===== config.mk =====
export PLATFORM = sky130hd
export DESIGN_NAME = minterm_sweep_ctrl
export DESIGN_NICKNAME = d
export VERILOG_FILES = /design/src/rtl/minterm_sweep_ctrl.sv
export SDC_FILE = /design/constraint.sdc
export NUM_CORES = 1
export LEC_CHECK = 0
export CAP_MARGIN = 20
export CORE_MARGIN = 10
export CORE_UTILIZATION = 56
export DETAILED_ROUTE_END_ITERATION = 10
export HOLD_SLACK_MARGIN = 0.08
export PLACE_DENSITY = 0.93
export SLEW_MARGIN = 20
export SYNTH_ARGS = -nofsm -noshare
export SYNTH_HDL_FRONTEND = slang
export SYNTH_SLANG_ARGS = --single-unit

===== constraint.sdc =====
create_clock -name clk -period 3.3 [get_ports clk]
set_input_delay 0.99 -clock clk [delete_from_list [all_inputs] [get_ports clk]]
set_output_delay 0.99 -clock clk [all_outputs]
set_load 0.1 [all_outputs]

===== src/rtl/minterm_sweep_ctrl.sv =====
// Sweeps all 16 {d,a,b,c} vectors into a downstream circuit and scores its e/f replies
// against the expected function e = ~c | (a & b), f = e & d.
module minterm_sweep_ctrl #(
    parameter int unsigned SETTLE = 1
) (
    input  logic       clk,
    input  logic       rst_n,
    input  logic       start,
    output logic       a,
    output logic       b,
    output logic       c,
    output logic       d,
    input  logic       e,
    input  logic       f,
    output logic       busy,
    output logic       done,
    output logic [4:0] err_cnt,
    output logic [3:0] fail_idx,
    output logic       pass
);

    typedef enum logic [1:0] {IDLE, DRIVE, SAMPLE, DONE} state_t;

    localparam logic [3:0] SETTLE_LAST = 4'(SETTLE - 1);

    state_t     state_q, state_d;
    logic [3:0] idx_q, idx_d;
    logic [3:0] cnt_q, cnt_d;
    logic [3:0] vec_q, vec_d;       // {d,a,b,c}
    logic       busy_q, busy_d;
    logic       done_q, done_d;
    logic [4:0] err_q, err_d;
    logic [3:0] fidx_q, fidx_d;
    logic       pass_q, pass_d;

    logic e_exp, f_exp, mismatch;

    always_comb begin
        e_exp    = ~idx_q[0] | (idx_q[2] & idx_q[1]);
        f_exp    = e_exp & idx_q[3];
        mismatch = (e != e_exp) || (f != f_exp);

        state_d = state_q;
        idx_d   = idx_q;
        cnt_d   = cnt_q;
        vec_d   = vec_q;
        busy_d  = busy_q;
        done_d  = 1'b0;
        err_d   = err_q;
        fidx_d  = fidx_q;
        pass_d  = pass_q;

        case (state_q)
            IDLE: begin
                if (start) begin
                    state_d = DRIVE;
                    idx_d   = 4'd0;
                    cnt_d   = 4'd0;
                    vec_d   = 4'd0;
                    busy_d  = 1'b1;
                    err_d   = 5'd0;
                    fidx_d  = 4'd0;
                    pass_d  = 1'b0;
                end
            end
            DRIVE: begin
                if (cnt_q == SETTLE_LAST) begin
                    state_d = SAMPLE;
                    cnt_d   = 4'd0;
                end else begin
                    cnt_d = cnt_q + 4'd1;
                end
            end
            SAMPLE: begin
                if (mismatch) begin
                    err_d = err_q + 5'd1;
                    if (err_q == 5'd0) fidx_d = idx_q;
                end
                if (idx_q == 4'd15) begin
                    // pass is resolved here so it is already valid alongside the done pulse
                    state_d = DONE;
                    busy_d  = 1'b0;
                    done_d  = 1'b1;
                    pass_d  = (err_d == 5'd0);
                end else begin
                    state_d = DRIVE;
                    idx_d   = idx_q + 4'd1;
                    vec_d   = idx_q + 4'd1;
                end
            end
            DONE: begin
                state_d = IDLE;
            end
            default: begin
                state_d = IDLE;
                busy_d  = 1'b0;
            end
        endcase
    end

    always_ff @(posedge clk or negedge rst_n) begin
        if (!rst_n) begin
            state_q <= IDLE;
            idx_q   <= 4'd0;
            cnt_q   <= 4'd0;
            vec_q   <= 4'd0;
            busy_q  <= 1'b0;
            done_q  <= 1'b0;
            err_q   <= 5'd0;
            fidx_q  <= 4'd0;
            pass_q  <= 1'b0;
        end else begin
            state_q <= state_d;
            idx_q   <= idx_d;
            cnt_q   <= cnt_d;
            vec_q   <= vec_d;
            busy_q  <= busy_d;
            done_q  <= done_d;
            err_q   <= err_d;
            fidx_q  <= fidx_d;
            pass_q  <= pass_d;
        end
    end

    assign d        = vec_q[3];
    assign a        = vec_q[2];
    assign b        = vec_q[1];
    assign c        = vec_q[0];
    assign busy     = busy_q;
    assign done     = done_q;
    assign err_cnt  = err_q;
    assign fail_idx = fidx_q;
    assign pass     = pass_q;

endmodule


==> metrics.cfg <==
[status]
status=complete, no violations

[worst_hold_path]
hold_path_class=reg -> reg
hold_path_end=cnt_q[3]
holdPathStages=1
worstHoldStart=cnt_q[3]

[worst_setup_path]
reg2reg_setup_slack_ns=1.35
worstPathArrival_ns=2.64
rr_endpoint=pass
critical-path-max-stage-delay_ns=0.52
cp_data_required_time_ns=3.52
start_kind=input pin
end_kind=flop
path_cells=clkdlybuf4s50_1, or3_1, a2111oi_4, o21ai_2, o31ai_2
path_class=in -> reg
r2r_cells=5
path_buf_inv=1
critical_path.max_fanout=5
cp_top_family=compound AO/OA/AOI/OAI gates
r2r-start=vec_q[0]
crit_path_top_delay_cell=or3_1

[place]
port_buffers=20
finalWeightedCongestion=0.814
hpwl_um=2100
dp_slack_ns=0.564

[sta]
finClkSkew_ns=0.000730
fin_crit_sh_pct=73.2
min_period_ns=2.42
hold_violations=0
fin_setup_tns_ns=0
fin_ws_ns=0.883
timing.slew.headroom_pct=61.9
final_max_slew_viol_count=0
setup_violations=0
clock.fmax_mhz=414
worst_pin_slew_ns=0.565
rsz0062_at_grt=no

[power_and_ir_drop]
ir_drop_mv=0.817
power_frac_clock_pct=9.8
combPwrFrac_pct=56.2
power_density_mw_per_mm2=854
p_switching_w=0.000677
power.internal_w=0.000543
total_power_w=0.00122
p_sw_share_pct=55.5
seq_power_share_pct=34.0
power.leakage_nw=0.672

[finish]
fin_nets=155
fill_cells=175
areaGrowthSynthToFinish_pct=12.8
seqCellArea_um2=551
antennaDiodeCount=0
multi_input_area_um2=631
drive_above_1_share_pct=19.6

[routing]
wl_per_cell_um=15.7
ant_nets=0
viasPerCell=5.84
drt_first_iter_violations=83
num_vias=999
dr.pass1.iters=4
finalWirelength_um=2690
remaining_drc_errors=0

[clocking]
numCtsBuffers=3
cts_setup_buffers=0
root_buffer=clkbuf_4
clkTransAtPathRegs_ns=0.11
post_cts_resized=0
cts_buffer_depth=2
htreeDepth=1
cts_tree=yes
clk_latency_ns=0.30
numClockSinks=22
holdBufCountCts=0

[yosys]
ys.flop_type=dfrtp_1
syn_avg_cell_area_um2=10.1
syn_nets=135
yosys_warnings=0
syn_area_mm2=0.00127
synth_seq_cells=22
syn_inst=125
synth_enable_flop_cells=0
ys_types=40
async_flop_share_pct=100
seq_area_frac_synth_pct=43.5

[floorplanning]
core-area_mm2=0.00219
ios=21
dieArea_mm2=0.00456
placementRows=17
die_width_um=67.6
start_util_pct=57.8
die-height_um=67.6

[grt]
antenna_found_initial=0
grt_overflow=0
track_usage_pct=12.1
grt_start_max_net_pins=23
grt_pass1_wl_um=4390
grt_pass1_vias=943

[job]
cap_violations=0

logic make-up after synthesis:
kind of cell | Yosys count | synth area share, %
buffers and inverters | 12 | 6.72
muxes | 4 | 3.16
AOI/OAI and AO/OA | 38 | 21.6
xor gates and xnor gates | 4 | 2.77
DFF | 22 | 43.5
and+or+nand+nor | 40 | 17.3
adders and majority gates | 5 | 4.94
how the worst max path moves through the flow:
stage                   from  cells after the start   end
global route               e                      5  pass
finish                     e                      5  pass
detailed placement         e                      5  pass
CTS                        e                      5  pass
global placement           e                      5  pass
floorplan           vec_q[0]                      6  pass
worst register-to-register path: stages, from the launching register on:
cell	delay, ns
dfrtp_1	0.47
a21bo_1	0.27
or3_1	0.44
a2111oi_4	0.42
o21ai_2	0.09
o31ai_2	0.18
cell usage in the layout (no fill, tap or decap), types with 2 or more instances in the layout:
cell type / count
nor3_1: 5
a31oi_1: 3
xor2_1: 3
o21ai_0: 14
a21oi_1: 5
mux2i_1: 4
o2bb2ai_1: 4
a22o_1: 3
dfrtp_1: 22
clkdlybuf4s50_1: 4
nor2b_1: 3
ha_1: 5
buf_4: 17
clkbuf_4: 3
inv_1: 6
nand3_1: 5
nand2_1: 7
nor2_1: 7
nand2b_1: 3
or3_1: 2
synthesized netlist by cell type, types with 3 or more instances:
cell,number,share of area [%]
dfrtp_1,22,43
o21ai_0,14,5.5
nand2_1,7,2.1
nor2_1,7,2.1
inv_1,6,1.8
a21oi_1,5,2.0
ha_1,5,4.9
nand3_1,5,2.0
nor3_1,5,2.0
mux2i_1,4,3.2
o2bb2ai_1,4,2.8
a22o_1,3,2.1
a31oi_1,3,1.5
nand2b_1,3,1.5
nor2b_1,3,1.5
xor2_1,3,2.1
registers in the layout (all words and copies together), names as in the netlist:
register and flops:
err_cnt 5, cnt_q 4, fail_idx 4, vec_q 4
state_q 2, busy 1, done 1, pass 1
cell type report:
cell class,count,share of cell area [%]
timing repair buffer,21,11.7
clock buffer,3,1.58
tap,28,2.45
inverter,6,1.58
sequential,22,38.5
multi-input combinational,91,44.1
metal layers:
metal  global-route usage, %  wire length, um
met4                    3.59               34
met1                    14.7             1180
met5                       0                0
met2                    20.8             1330
met3                    2.81              151
power groups by stage:
stage,logic (W),clock network (W),registers (W)
5_1_grt,0.000723,0.000134,0.000426
3_3_place_gp,0.000666,0,0.000418
4_1_cts,0.000688,0.000122,0.000415
6_report,0.000686,0.000119,0.000415
2_1_floorplan,0.000259,0,0.000699
3_5_place_dp,0.000687,0,0.000421
per-stage QoR:
stage	util, %	hold slack [ns]	instance area (um^2)	cells
floorplan	-	0.445	1270	125
global placement	64.2	0.468	1410	168
detailed placement	64.2	0.483	1410	168
CTS	65.2	0.500	1430	171
global route	65.2	0.551	1430	171
finish	65.2	0.506	1430	171
No activity file was read; power rests on OpenSTA's default activity.
